[src/rtl/rf_wb_arbiter.sv]
// Register-file write arbiter: pipeline writeback always wins, multi-cycle
// results fill idle slots, with starvation stall request and busy scoreboard.
module rf_wb_arbiter #(
  parameter int unsigned STARVE_LIMIT = 4,
  parameter int unsigned XLEN         = 64
) (
  input  logic            CLK,
  input  logic            RST,
  input  logic            wb_valid,
  input  logic [4:0]      wb_rd,
  input  logic [XLEN-1:0] wb_data,
  input  logic            mc_valid,
  output logic            mc_ready,
  input  logic [4:0]      mc_rd,
  input  logic [XLEN-1:0] mc_data,
  input  logic            issue_valid,
  input  logic [4:0]      issue_rd,
  output logic            rf_RegWrite,
  output logic [4:0]      rf_rd,
  output logic [XLEN-1:0] rf_write_data,
  output logic [31:0]     busy_vec,
  output logic            stall_req,
  output logic            issue_conflict
);

  typedef enum logic [1:0] {
    IDLE,
    WAIT,
    STARVE
  } state_t;

  localparam logic [3:0] LIMIT = 4'(STARVE_LIMIT);

  state_t      state_q;
  state_t      state_d;
  logic [3:0]  cnt_q;
  logic [3:0]  cnt_d;
  logic [3:0]  cnt_inc;
  logic        mc_xfer;
  logic        mc_blocked;
  logic        mc_done;
  logic [31:0] busy_q;
  logic [31:0] busy_set;
  logic [31:0] busy_clr;
  logic        we_q;
  logic [4:0]  rd_q;
  logic [XLEN-1:0] data_q;
  logic        stall_q;
  logic        conf_q;

  assign mc_ready   = !wb_valid && !RST;
  assign mc_xfer    = mc_valid && mc_ready;
  assign mc_blocked = mc_valid && !mc_ready;
  assign mc_done    = !mc_valid || mc_xfer;

  // Saturate rather than wrap so a long stall can never look short.
  assign cnt_inc = (cnt_q == 4'hF) ? cnt_q : cnt_q + 4'd1;

  always_comb begin
    state_d = state_q;
    cnt_d   = cnt_q;
    unique case (state_q)
      IDLE: begin
        cnt_d = 4'd0;
        if (mc_valid && wb_valid) begin
          state_d = WAIT;
          cnt_d   = 4'd1;
        end
      end
      WAIT: begin
        if (mc_done) begin
          state_d = IDLE;
          cnt_d   = 4'd0;
        end else if (mc_blocked) begin
          cnt_d = cnt_inc;
          if (cnt_inc >= LIMIT) begin
            state_d = STARVE;
          end
        end
      end
      STARVE: begin
        if (mc_done) begin
          state_d = IDLE;
          cnt_d   = 4'd0;
        end else if (mc_blocked) begin
          cnt_d = cnt_inc;
        end
      end
      default: begin
        state_d = IDLE;
        cnt_d   = 4'd0;
      end
    endcase
  end

  always_ff @(posedge CLK) begin
    if (RST) begin
      state_q <= IDLE;
      cnt_q   <= 4'd0;
      stall_q <= 1'b0;
    end else begin
      state_q <= state_d;
      cnt_q   <= cnt_d;
      stall_q <= (state_d == STARVE);
    end
  end

  always_ff @(posedge CLK) begin
    if (RST) begin
      we_q   <= 1'b0;
      rd_q   <= 5'd0;
      data_q <= '0;
    end else if (wb_valid) begin
      we_q   <= (wb_rd != 5'd0);
      rd_q   <= wb_rd;
      data_q <= wb_data;
    end else if (mc_xfer) begin
      we_q   <= (mc_rd != 5'd0);
      rd_q   <= mc_rd;
      data_q <= mc_data;
    end else begin
      we_q <= 1'b0;
    end
  end

  // x0 is never tracked; set wins over clear on the same bit.
  always_comb begin
    busy_set = 32'd0;
    busy_clr = 32'd0;
    if (issue_valid && issue_rd != 5'd0) begin
      busy_set = 32'd1 << issue_rd;
    end
    if (mc_xfer) begin
      busy_clr = 32'd1 << mc_rd;
    end
  end

  always_ff @(posedge CLK) begin
    if (RST) begin
      busy_q <= 32'd0;
      conf_q <= 1'b0;
    end else begin
      busy_q <= (busy_q & ~busy_clr) | busy_set;
      conf_q <= issue_valid && busy_q[issue_rd];
    end
  end

  assign rf_RegWrite    = we_q;
  assign rf_rd          = rd_q;
  assign rf_write_data  = data_q;
  assign busy_vec       = busy_q;
  assign stall_req      = stall_q;
  assign issue_conflict = conf_q;

endmodule

[config.mk]
export PLATFORM = sky130hd
export DESIGN_NAME = rf_wb_arbiter
export DESIGN_NICKNAME = d
export VERILOG_FILES = /design/src/rtl/rf_wb_arbiter.sv
export SDC_FILE = /design/constraint.sdc
export NUM_CORES = 1
export LEC_CHECK = 0
export BUFFER_PORTS_ARGS = -buffer_cell sky130_fd_sc_hd__buf_2
export CAP_MARGIN = 20
export CELL_PAD_IN_SITES_DETAIL_PLACEMENT = 0
export CELL_PAD_IN_SITES_GLOBAL_PLACEMENT = 1
export CORE_MARGIN = 2
export CORE_UTILIZATION = 35
export DETAILED_ROUTE_END_ITERATION = 12
export GPL_ROUTABILITY_DRIVEN = 0
export HOLD_SLACK_MARGIN = 0.12
export PLACE_DENSITY = 0.87
export RECOVER_POWER = 50
export SYNTH_ARGS = -nofsm -noshare
export SYNTH_HDL_FRONTEND = slang
export SYNTH_SLANG_ARGS = --single-unit
[constraint.sdc]
create_clock -name CLK -period 4 [get_ports CLK]
set_input_delay 0.2 -clock CLK [delete_from_list [all_inputs] [get_ports CLK]]
set_output_delay 0.2 -clock CLK [all_outputs]
set_load 0.03 [all_outputs]
==> impl_metrics.sql <==
INSERT INTO impl_metrics (metric_group, metric, value, unit) VALUES
('final_layout', 'fin_cells', '1103', ''),
('worst_hold_path', 'worst_hold_path.num_cells', '3', ''),
('setup_path', 'crit_type', 'primary input to flip-flop', ''),
('sta', 'grt_setup_unrepaired', 'no', ''),
('die', 'die_h', '125.7', 'µm'),
('final_layout', 'syn_to_final_growth', '42.13', '%'),
('setup_path', 'start_of_the_worst_register_to_register_path', 'cnt_q[0]', ''),
('logic_synthesis', 'synthXorXnorAreaFrac', '0.1690', '%'),
('route', 'detailedRoute.firstIterationViolations', '286', ''),
('clock_tree', 'htree_levels', '3', ''),
('route', 'avgViaCountPerCell', '4.910', ''),
('logic_synthesis', 'cell_count_after_synthesis', '626', ''),
('logic_synthesis', 'largest_family_of_logic_cells_by_synthesized_area', 'simple AND/OR/NAND/NOR gates', ''),
('global_routing', 'antenna_violations_before_repair', '1', ''),
('setup_path', 'timing.critical_path.slowest_cell_delay', '1.58', 'ns'),
('logic_synthesis', 'yosysMostFrequentCell', 'nor2_1', ''),
('logic_synthesis', 'synth.avg_cell_area', '8.279', 'µm²'),
('worst_hold_path', 'worst_hold_path.endpoint', 'rf_rd[4]', ''),
('setup_path', 'worstPathCellList', 'buf_4 > clkbuf_1 > nor2_1 > nand3_1 > o32ai_1', ''),
('power_and_ir_drop', 'peakVddDrop', '0.1870', 'mV'),
('outcome', 'violations', 'capacitance limit, slew limit', ''),
('logic_synthesis', 'postSynthRegisterBits', '110', ''),
('final_layout', 'final_util', '50.87', '%'),
('setup_path', 'rrSetupSlack', '2.55', 'ns'),
('logic_synthesis', 'synth.cells.most_frequent', '152 x nor2_1, 110 x dfxtp_1, 103 x a21oi_1', ''),
('worst_hold_path', 'hold_path.startpoint', 'wb_rd[4]', ''),
('die', 'io-pin-count', '253', ''),
('power_and_ir_drop', 'lkg_pwr', '3.198', 'nW'),
('route', 'drt_first_pass_iters', '4', ''),
('setup_path', 'worst-endpoint-arrival', '2.83', 'ns'),
('clock_tree', 'tritoncts.num_buffers', '9', ''),
('power_and_ir_drop', 'power_per_cell_area', '360.6', 'nW/µm²'),
('route', 'wl', '16880', 'µm'),
('sta', 'hold_viol_final', '0', ''),
('logic_synthesis', 'synth_sequential_area_ratio', '42.49', '%'),
('sta', 'final_max_slew_viol_count', '48', ''),
('die', 'dieArea', '15800', 'µm²'),
('logic_synthesis', 'yosysWarnings', '0', ''),
('sta', 'timing_worst_slew_pin_value', '2.128', 'ns'),
('place', 'numPortBuffers', '252', ''),
('sta', 'final_min_period_over_clock_period', '66.82', '%'),
('worst_hold_path', 'hold_path_class', 'primary input to flip-flop', ''),
('global_routing', 'globalRoute.totalOverflow', '0', ''),
('global_routing', 'first_global_vias', '5317', ''),
('clock_tree', 'clk-insertion-delay-late', '0.35', 'ns'),
('global_routing', 'global_route.usage.total', '21.05', '%'),
('global_routing', 'maximum_number_of_pins_on_one_net_before_global_route_repair', '78', ''),
('clock_tree', 'clockRootBuffer', 'clkbuf_16', ''),
('route', 'route.detailed.drc', '0', ''),
('outcome', 'run_status', 'finished, violations left', ''),
('setup_path', 'critical_path_required', '4.16', 'ns'),
('logic_synthesis', 'synth_cell_type_count', '44', ''),
('power_and_ir_drop', 'p_total', '2.656', 'mW'),
('clock_tree', 'cts_tree', 'built', ''),
('sta', 'fin_crit', '2.673', 'ns'),
('logic_synthesis', 'number_of_enable_type_register_cells_in_the_synthesized_netlist', '0', ''),
('sta', 'finalSetupTns', '0', 'ns'),
('logic_synthesis', 'synth.largest_area_cell', 'dfxtp_1', ''),
('final_layout', 'layout-drive-gt1-share', '18.85', '%'),
('logic_synthesis', 'mappedNetlistNets', '779', ''),
('setup_path', 'startpoint_type', 'primary input', ''),
('run', 'cap_violations', '1', ''),
('clock_tree', 'cts_max_path_buffers', '2', ''),
('sta', 'timing.max_slew.rel_slack', '-41.87', '%'),
('logic_synthesis', 'yosys.area.top_type_share', '42.49', '%'),
('setup_path', 'r2r_cells', '5', ''),
('logic_synthesis', 'syn-cell-area', '5182', 'µm²'),
('route', 'num_vias', '5416', ''),
('sta', 'layout_setup_ws', '1.327', 'ns'),
('die', 'row_count', '44', ''),
('die', 'start_util', '35.79', '%');
==> registers in the layout, indices dropped and copies added, names as in the netlist <==
signal and flops:
rf_RegWrite 1, busy_vec 32, rf_rd 5, issue_conflict 1
rf_write_data 64, cnt_q 4, state_q 2, stall_req 1
==> worst max path at each step <==
| stage | cells after the start | slack [ns] | to | startpoint |
|---|---|---|---|---|
| 6_report | 5 | 1.33 | cnt_q[0] | RST |
| 5_1_grt | 5 | 1.06 | cnt_q[0] | RST |
| 4_1_cts | 5 | 2.28 | busy_vec[13] | mc_valid |
| 3_5_place_dp | 5 | 1.90 | busy_vec[7] | mc_valid |
| 3_3_place_gp | 5 | 1.87 | busy_vec[13] | mc_valid |
| 2_1_floorplan | 4 | 2.56 | issue_conflict | busy_vec[5] |
==> layer usage <==
metal / global-route usage [%] / vias up / share of wire (%)
met5: 0 / - / 0
met4: 8.170 / 0 / 2.6
met3: 5.438 / 29 / 7.7
met2: 36.18 / 206 / 49
met1: 25.22 / 2457 / 41
li1: - / 2724 / -
==> stage by stage <==
stage / area (µm²) / hold WS [ns]
after CTS: 7497 / 0.1439
after global placement: 6514 / 0.4288
after floorplan: 5182 / 0.3427
after detailed placement: 6514 / 0.4368
final: 7366 / 0.1509
after global routing: 7366 / 0.1722
==> cells by family (layout without fill, tap and decap cells) <==
logic type / Yosys count / after routing
AND/OR/NAND/NOR: 228 / 228
other: 0 / 1
AO/OA/AOI/OAI: 150 / 150
multiplexers: 81 / 81
adder cells (fa/ha/maj): 5 / 5
XOR/XNOR: 1 / 1
buffers and inverters: 51 / 343
flip-flops: 110 / 110
==> report_power, final <==
part | switching (mW) | internal [mW] | total [mW]
combinational | 0.307 | 0.205 | 0.512
sequential | 0.0302 | 1.15 | 1.18
clock | 0.422 | 0.545 | 0.967
total | 0.759 | 1.90 | 2.66
==> what timing repair did <==
action / 4_1_cts / 5_1_grt
hold buffers: 67 / 0
buffers inserted: 0 / 0
endpoints found under the hold margin: 67 / 0
resized for setup: 0 / 0
==> final cells by class <==
cell class                      count  area (µm²)
Clock buffer                        9       225.2
Inverter                            6       22.52
Clock inverter                      6       87.58
Sequential cell                   110        2202
Antenna cell                        1       2.502
Fill cell                        1413        7113
Timing Repair Buffer              322        1828
Tap cell                          184       230.2
Multi-Input combinational cell    465        2768
==> worst reg2reg max path: cells and delay by family (launching register included) <==
kind	cells	cell delay, ns
AOI/OAI and AO/OA	3	0.60
adders and majority gates	1	0.23
DFF	1	0.34
and+or+nand+nor	1	0.19
==> cell usage in the layout, fill, tap and decap left out, types with 11 or more instances in the layout <==
master         count
clkbuf_1         105
mux2i_1           72
nor2_1           152
a21oi_1          103
nand2_1           40
o21ai_0           29
buf_2            145
dlygate4sd3_1     67
dfxtp_1          110
nand2b_1          11
(Power assumes the default switching activity.)
